==> src/rtl/xm_dmem_arbiter_pkg.sv <==
// Shared constants and types for the X/M data-memory arbiter.
// Optional feature macro: XM_DMEM_ARB_SAMELOAD_EN (see xm_dmem_arbiter.sv).
package xm_dmem_arbiter_pkg;

  localparam int unsigned DMEM_ADDR_W = 12;
  localparam int unsigned DMEM_DATA_W = 32;
  localparam int unsigned INSTR_W     = 32;
  localparam int unsigned OPC_W       = 5;

  localparam logic [OPC_W-1:0] OPC_SW = 5'b00111;
  localparam logic [OPC_W-1:0] OPC_LW = 5'b01000;

  typedef enum logic {
    ST_IDLE,
    ST_SECOND
  } arb_state_e;

  // Which slot's load result arrives on dmem_q in the following cycle.
  typedef enum logic [1:0] {
    ROUTE_NONE,
    ROUTE_TOP,
    ROUTE_BOT,
    ROUTE_BOTH
  } route_e;

  typedef struct packed {
    logic is_load;
    logic is_store;
    logic is_mem;
  } mem_op_t;

  function automatic logic [OPC_W-1:0] opcode_of(input logic [INSTR_W-1:0] instr);
    return instr[INSTR_W-1 -: OPC_W];
  endfunction

endpackage

==> src/rtl/xm_dmem_arbiter_if.sv <==
// Pipeline-side and memory-side signals of the X/M data-memory arbiter.
// The arbiter connects through the slave modport; the pipeline/memory side uses master.
interface xm_dmem_arbiter_if
  import xm_dmem_arbiter_pkg::*;
#(
  parameter int unsigned ADDR_W = DMEM_ADDR_W,
  parameter int unsigned DATA_W = DMEM_DATA_W
);

  logic [INSTR_W-1:0] instruction_top;
  logic [INSTR_W-1:0] instruction_bot;
  logic               valid_top;
  logic               valid_bot;
  logic [ADDR_W-1:0]  addr_top;
  logic [ADDR_W-1:0]  addr_bot;
  logic [DATA_W-1:0]  wdata_top;
  logic [DATA_W-1:0]  wdata_bot;
  logic               pipe_hold;
  logic [DATA_W-1:0]  dmem_q;
  logic [ADDR_W-1:0]  dmem_address;
  logic [DATA_W-1:0]  dmem_data;
  logic               dmem_wren;
  logic               arb_stall;
  logic [DATA_W-1:0]  q_top;
  logic [DATA_W-1:0]  q_bot;

  modport slave (
    input  instruction_top, instruction_bot, valid_top, valid_bot,
    input  addr_top, addr_bot, wdata_top, wdata_bot, pipe_hold, dmem_q,
    output dmem_address, dmem_data, dmem_wren, arb_stall, q_top, q_bot
  );

  modport master (
    output instruction_top, instruction_bot, valid_top, valid_bot,
    output addr_top, addr_bot, wdata_top, wdata_bot, pipe_hold, dmem_q,
    input  dmem_address, dmem_data, dmem_wren, arb_stall, q_top, q_bot
  );

endinterface

==> src/rtl/xm_dmem_arbiter_decode.sv <==
// Per-slot memory-op decode: load / store / any memory op, gated by slot valid.
module xm_mem_op_decode
  import xm_dmem_arbiter_pkg::*;
(
  input  logic [OPC_W-1:0] opcode,
  input  logic             valid,
  output mem_op_t          op_c
);

  always_comb begin
    op_c          = '0;
    op_c.is_load  = valid && (opcode == OPC_LW);
    op_c.is_store = valid && (opcode == OPC_SW);
    op_c.is_mem   = op_c.is_load || op_c.is_store;
  end

endmodule

==> src/rtl/xm_dmem_arbiter.sv <==
// Single-port data-memory arbiter for the dual-issue X/M stage: serialises
// top-then-bottom on a dual memory op and returns load data aligned to M/W.
// Optional: XM_DMEM_ARB_SAMELOAD_EN merges two loads to the same address.
module xm_dmem_arbiter
  import xm_dmem_arbiter_pkg::*;
(
  input logic           clock,
  input logic           reset_n,
  xm_dmem_arbiter_if.slave bus
);

  mem_op_t op_top_c;
  mem_op_t op_bot_c;

  xm_mem_op_decode u_dec_top (
    .opcode (opcode_of(bus.instruction_top)),
    .valid  (bus.valid_top),
    .op_c   (op_top_c)
  );

  xm_mem_op_decode u_dec_bot (
    .opcode (opcode_of(bus.instruction_bot)),
    .valid  (bus.valid_bot),
    .op_c   (op_bot_c)
  );

  // Only the opcode field of each instruction matters here.
  logic unused_instr_bits;
  assign unused_instr_bits = ^{bus.instruction_top[INSTR_W-OPC_W-1:0],
                               bus.instruction_bot[INSTR_W-OPC_W-1:0]};

  logic same_load_c;
  logic conflict_c;

`ifdef XM_DMEM_ARB_SAMELOAD_EN
  assign same_load_c = op_top_c.is_load && op_bot_c.is_load &&
                       (bus.addr_top == bus.addr_bot);
`else
  assign same_load_c = 1'b0;
`endif

  assign conflict_c = op_top_c.is_mem && op_bot_c.is_mem && !same_load_c;

  arb_state_e             state_q,    state_d;
  route_e                 route_q,    route_d;
  logic                   top_held_q, top_held_d;
  logic                   reissue_q,  reissue_d;
  logic [DMEM_DATA_W-1:0] hold_top_q, hold_top_d;

  logic drive_c;
  logic sel_bot_c;
  logic stall_c;

  always_ff @(posedge clock or negedge reset_n) begin
    if (!reset_n) begin
      state_q    <= ST_IDLE;
      route_q    <= ROUTE_NONE;
      top_held_q <= 1'b0;
      reissue_q  <= 1'b0;
      hold_top_q <= '0;
    end else begin
      state_q    <= state_d;
      route_q    <= route_d;
      top_held_q <= top_held_d;
      reissue_q  <= reissue_d;
      hold_top_q <= hold_top_d;
    end
  end

  // Next state, memory owner and load-result routing.
  always_comb begin
    state_d    = state_q;
    route_d    = ROUTE_NONE;
    top_held_d = 1'b0;
    reissue_d  = 1'b0;
    hold_top_d = hold_top_q;
    drive_c    = 1'b0;
    sel_bot_c  = 1'b0;
    stall_c    = 1'b0;

    unique case (state_q)
      ST_IDLE: begin
        if (conflict_c) begin
          drive_c = 1'b1;
          stall_c = 1'b1;
          route_d = op_top_c.is_load ? ROUTE_TOP : ROUTE_NONE;
          // A held X/M register keeps re-issuing the top access.
          if (!bus.pipe_hold) begin
            state_d = ST_SECOND;
          end
        end else if (op_top_c.is_mem) begin
          drive_c = 1'b1;
          if (same_load_c) begin
            route_d = ROUTE_BOTH;
          end else begin
            route_d = op_top_c.is_load ? ROUTE_TOP : ROUTE_NONE;
          end
        end else if (op_bot_c.is_mem) begin
          drive_c   = 1'b1;
          sel_bot_c = 1'b1;
          route_d   = op_bot_c.is_load ? ROUTE_BOT : ROUTE_NONE;
        end
      end

      ST_SECOND: begin
        drive_c   = 1'b1;
        sel_bot_c = 1'b1;
        route_d   = op_bot_c.is_load ? ROUTE_BOT : ROUTE_NONE;
        reissue_d = bus.pipe_hold;
        // Top's data lands on dmem_q only in the first SECOND cycle.
        if (!reissue_q) begin
          hold_top_d = bus.dmem_q;
          top_held_d = (route_q == ROUTE_TOP);
        end else begin
          top_held_d = top_held_q;
        end
        if (!bus.pipe_hold) begin
          state_d = ST_IDLE;
        end
      end

      default: begin
        state_d = ST_IDLE;
      end
    endcase
  end

  assign bus.arb_stall = stall_c;

  assign bus.dmem_address = !drive_c  ? '0 :
                            sel_bot_c ? bus.addr_bot : bus.addr_top;
  assign bus.dmem_data    = !drive_c  ? '0 :
                            sel_bot_c ? bus.wdata_bot : bus.wdata_top;
  assign bus.dmem_wren    = drive_c &&
                            (sel_bot_c ? op_bot_c.is_store : op_top_c.is_store);

  // Steer last cycle's read data; a completed pair shows top's captured word.
  always_comb begin
    bus.q_top = '0;
    bus.q_bot = '0;
    if ((route_q == ROUTE_TOP) || (route_q == ROUTE_BOTH)) begin
      bus.q_top = bus.dmem_q;
    end else if (top_held_q) begin
      bus.q_top = hold_top_q;
    end
    if ((route_q == ROUTE_BOT) || (route_q == ROUTE_BOTH)) begin
      bus.q_bot = bus.dmem_q;
    end
  end

endmodule

==> src/flat_wrapper.sv <==
// flat-port wrapper written by rule: the top's interface ports become plain ports
module xm_dmem_arbiter_flat import xm_dmem_arbiter_pkg::*;
  (clock, reset_n, bus_instruction_top, bus_instruction_bot, bus_valid_top, bus_valid_bot, bus_addr_top, bus_addr_bot, bus_wdata_top, bus_wdata_bot, bus_pipe_hold, bus_dmem_q, bus_dmem_address, bus_dmem_data, bus_dmem_wren, bus_arb_stall, bus_q_top, bus_q_bot);
  xm_dmem_arbiter_if bus_i ();
  input logic clock;
  input logic reset_n;
  input wire logic [$bits(bus_i.instruction_top)-1:0] bus_instruction_top;
  input wire logic [$bits(bus_i.instruction_bot)-1:0] bus_instruction_bot;
  input wire logic [$bits(bus_i.valid_top)-1:0] bus_valid_top;
  input wire logic [$bits(bus_i.valid_bot)-1:0] bus_valid_bot;
  input wire logic [$bits(bus_i.addr_top)-1:0] bus_addr_top;
  input wire logic [$bits(bus_i.addr_bot)-1:0] bus_addr_bot;
  input wire logic [$bits(bus_i.wdata_top)-1:0] bus_wdata_top;
  input wire logic [$bits(bus_i.wdata_bot)-1:0] bus_wdata_bot;
  input wire logic [$bits(bus_i.pipe_hold)-1:0] bus_pipe_hold;
  input wire logic [$bits(bus_i.dmem_q)-1:0] bus_dmem_q;
  output wire logic [$bits(bus_i.dmem_address)-1:0] bus_dmem_address;
  output wire logic [$bits(bus_i.dmem_data)-1:0] bus_dmem_data;
  output wire logic [$bits(bus_i.dmem_wren)-1:0] bus_dmem_wren;
  output wire logic [$bits(bus_i.arb_stall)-1:0] bus_arb_stall;
  output wire logic [$bits(bus_i.q_top)-1:0] bus_q_top;
  output wire logic [$bits(bus_i.q_bot)-1:0] bus_q_bot;
  assign bus_i.instruction_top = bus_instruction_top;
  assign bus_i.instruction_bot = bus_instruction_bot;
  assign bus_i.valid_top = bus_valid_top;
  assign bus_i.valid_bot = bus_valid_bot;
  assign bus_i.addr_top = bus_addr_top;
  assign bus_i.addr_bot = bus_addr_bot;
  assign bus_i.wdata_top = bus_wdata_top;
  assign bus_i.wdata_bot = bus_wdata_bot;
  assign bus_i.pipe_hold = bus_pipe_hold;
  assign bus_i.dmem_q = bus_dmem_q;
  assign bus_dmem_address = bus_i.dmem_address;
  assign bus_dmem_data = bus_i.dmem_data;
  assign bus_dmem_wren = bus_i.dmem_wren;
  assign bus_arb_stall = bus_i.arb_stall;
  assign bus_q_top = bus_i.q_top;
  assign bus_q_bot = bus_i.q_bot;
  xm_dmem_arbiter u_core (.clock(clock), .reset_n(reset_n), .bus(bus_i));
endmodule
==> config.mk <==
export PLATFORM = sky130hd
export DESIGN_NAME = xm_dmem_arbiter_flat
export DESIGN_NICKNAME = d
export VERILOG_FILES = /design/src/rtl/xm_dmem_arbiter_pkg.sv /design/src/rtl/xm_dmem_arbiter_if.sv /design/src/rtl/xm_dmem_arbiter_decode.sv /design/src/rtl/xm_dmem_arbiter.sv /design/src/flat_wrapper.sv
export SDC_FILE = /design/constraint.sdc
export NUM_CORES = 1
export LEC_CHECK = 0
export ABC_AREA = 1
export BUFFER_PORTS_ARGS = -buffer_cell sky130_fd_sc_hd__buf_2
export CAP_MARGIN = 20
export CORE_AREA = 2 2 116 118
export CTS_CLUSTER_DIAMETER = 100
export DETAILED_ROUTE_END_ITERATION = 8
export DIE_AREA = 0 0 118 120
export GPL_TIMING_DRIVEN = 0
export HOLD_SLACK_MARGIN = 0.08
export SYNTH_ARGS = -nofsm -noshare
export SYNTH_HDL_FRONTEND = slang
export SYNTH_HIERARCHICAL = 1
export SYNTH_SLANG_ARGS = --single-unit
==> constraint.sdc <==
create_clock -name clock -period 1.57 [get_ports clock]
set_input_delay 0.314 -clock clock [delete_from_list [all_inputs] [get_ports clock]]
set_output_delay 0.314 -clock clock [all_outputs]
set_load 0.01 [all_outputs]
==> results.ini <==
[routing]
dr_wl_met2_um = 6800
drt_iter0_markers = 93
maxUsedRoutingLayer = met4
wl_met3_um = 908
drt_first_pass_iters = 4
drt_wl_total_um = 12800
drc = 0
vias = 4418
met1_length_um = 4950
vias_per_cell = 4.30
wl_per_cell_um = 12.5
ant_nets = 0

[floorplan]
ioPinCount = 299
dieArea_um2 = 14200
coreArea_um2 = 13000
initial_utilization = 0.268
die_w_um = 118
fp.dieH_um = 120
core.rowCount = 42

[setup_path]
rr_worst_depth = 6
startpoint_type = primary input
cpPeakStageDelay_ps = 140
crit_fanout = 4
cp.arrival_ps = 1490
reg2reg_to = u_core/hold_top_q[20]
end_kind = output pin
cp.required_ps = 1260
reg2reg_slack_ps = 390
rr_startpoint = u_core/state_q
crit_chain = buf_2, inv_1, nor2_1, nand3_2, nand2_4, nand2_8, buf_12, clkbuf_16, buf_8, nand3_2, nand2_1, buf_2
worst-setup-path-type = primary input to output pin
cp_slowest_cell = clkbuf_16

[layout]
area_growth_pct = 83.5
n_antenna_cell = 0
fillers = 1364
layout-drive-gt1-share = 0.563
final_cell_area_um2 = 6380
fin_nets = 1039

[global_route]
grt_overflow = 0
grt_pass1_wl_um = 19600
track_usage = 0.168
grt_pass1_vias = 4077
antenna_found_initial = 0
grt_max_degree = 38

[timing]
fin_skew_ps = 3.94
rsz0062_at_grt = yes
timing.slew.headroom = 0.433
tightest_slew_ps = 850
max_freq_ghz = 0.554
tns_ps = -11830
hold_viol_final = 0
post-route-period-util = 1.15
fin_crit_ps = 1800
finalSetupViolCount = 78
slew_violations = 0
setup_ws_ps = -234

[logic_synthesis]
synth-edff-count = 0
synth_top_area_share = 0.266
synthTopCellsByArea = dfrtp_1 27%, nand2_1 21%, inv_1 13%
synth_seq_area_share = 0.266
syn_avg_cell_area_um2 = 6.05
synth_top_area_cell = dfrtp_1
syn_area_um2 = 3480
yosysUniqueCellTypes = 20
synth_most_common_cell = nand2_1
synth_warnings = 6
async_reset_ff_frac = 1.00
netlist_instances = 575
synthFlopType = dfrtp_1
synth_seq_cells = 37
synth_commonest_cells = 199 x nand2_1, 125 x inv_1, 72 x nand3_1
syn_nets = 764

[power]
clkPwrFrac = 0.383
p_leak_nw = 4.02
irDropWorstVdd_v = 0.000367
comb_power_share = 0.201
p_sw_frac = 0.269
p_seq_frac = 0.416
p_int_mw = 1.84
power.density_nw_per_um2 = 395
power_mw = 2.52
p_sw_mw = 0.677

[clocking]
clk_latency_ps = 280
cts.htree.levels = 2
cts_buffers = 5
clock-sinks = 37
cts_tree = done
cts-root-buf = clkbuf_16
clockBufferDepth = 2
path_clk_slew_ps = 60
cts_hold_buffers = 0

[job]
drv_cap = 0

[hold_path]
hp-class = primary input to async pin

[placed_design]
place.gp.congestion = 0.782
dp_hpwl_um = 9320
place_area_um2 = 4920
io_buffers = 244

[outcome]
outcome = complete, but fails checks
failed_checks = negative setup slack

[cell usage in the layout, fill, tap and decap left out, drive strengths merged]
cell type	netlist	layout
dfrtp	37	37
nand3	82	82
clkinv	0	2
inv	128	128
buf	33	300
a21boi	1	1
nor2	10	10
clkbuf	7	13
o21ai	65	65
clkinvlp	0	1
nand2	212	212
[state kept, by name, indices dropped and copies added (netlist names)]
signal	count
u_core/state_q	1
u_core/reissue_q	1
u_core/route_q	2
u_core/top_held_q	1
u_core/hold_top_q	32
[cells by family after synthesis]
| family | after synthesis | share of synthesized area |
|---|---|---|
| flip-flops | 37 | 0.266 |
| buffers and inverters | 168 | 0.230 |
| AND/OR/NAND/NOR | 304 | 0.384 |
| AO/OA/AOI/OAI | 66 | 0.119 |
[routing by layer]
metal | GRT usage | up-vias
met5 | 0 | -
met3 | 0.0347 | 9
li1 | - | 2274
met1 | 0.190 | 1962
met4 | 0.0444 | 0
met2 | 0.319 | 173
[per-stage QoR]
step	worst slack [ps]	hold WS (ps)	utilization	std cells
after floorplan	74.3	18.4	-	575
after global placement	-410	465	0.379	995
after detailed placement	-376	469	0.379	995
after CTS	-242	171	0.450	1023
after global routing	-323	211	0.492	1027
final	-234	147	0.492	1027
[power groups by stage]
stage          sequential (mW)  combinational [mW]  clock [mW]
2_1_floorplan             1.04               0.171           0
3_3_place_gp              1.05               0.418           0
3_5_place_dp              1.05               0.422           0
4_1_cts                   1.04               0.466       0.995
5_1_grt                   1.05               0.565        1.04
6_report                  1.05               0.508       0.964
[what timing repair did]
| item | 4_1_cts | 5_1_grt |
|---|---|---|
| gates resized for setup | 160 | 96 |
| endpoints found under the setup margin | 108 | 98 |
| gates cloned | 5 | 5 |
| pin swaps | 13 | 76 |
| buffers inserted | 17 | 2 |
| hold endpoints to repair | 0 | 0 |
[worst max-delay path by stage]
stage | from | to | slack [ps] | cells past startpoint
after floorplan | bus_valid_top | bus_dmem_data[10] | 70 | 10
after global placement | bus_instruction_top[31] | bus_dmem_data[21] | -410 | 11
after detailed placement | bus_instruction_top[31] | bus_dmem_data[26] | -380 | 11
after CTS | bus_instruction_top[31] | bus_dmem_data[26] | -240 | 11
after global routing | bus_valid_top | bus_dmem_data[24] | -320 | 12
final | bus_instruction_bot[29] | bus_dmem_address[11] | -230 | 12
[layout make-up]
type / instances / area (um2) / area share
Sequential cell: 37 / 930 / 0.146
Tap cell: 176 / 220 / 0.0345
Multi-Input combinational cell: 370 / 2350 / 0.369
Timing Repair Buffer: 271 / 1750 / 0.274
Buffer: 37 / 495 / 0.0776
Clock buffer: 5 / 125 / 0.0196
Clock inverter: 3 / 17.5 / 0.00274
Inverter: 128 / 488 / 0.0765
[worst max-delay path: cells and delay by family]
| family | cells | cell delay (ps) |
|---|---|---|
| simple gates | 6 | 510 |
| buf+inv | 6 | 660 |
No activity file was read; power rests on OpenSTA's default activity.
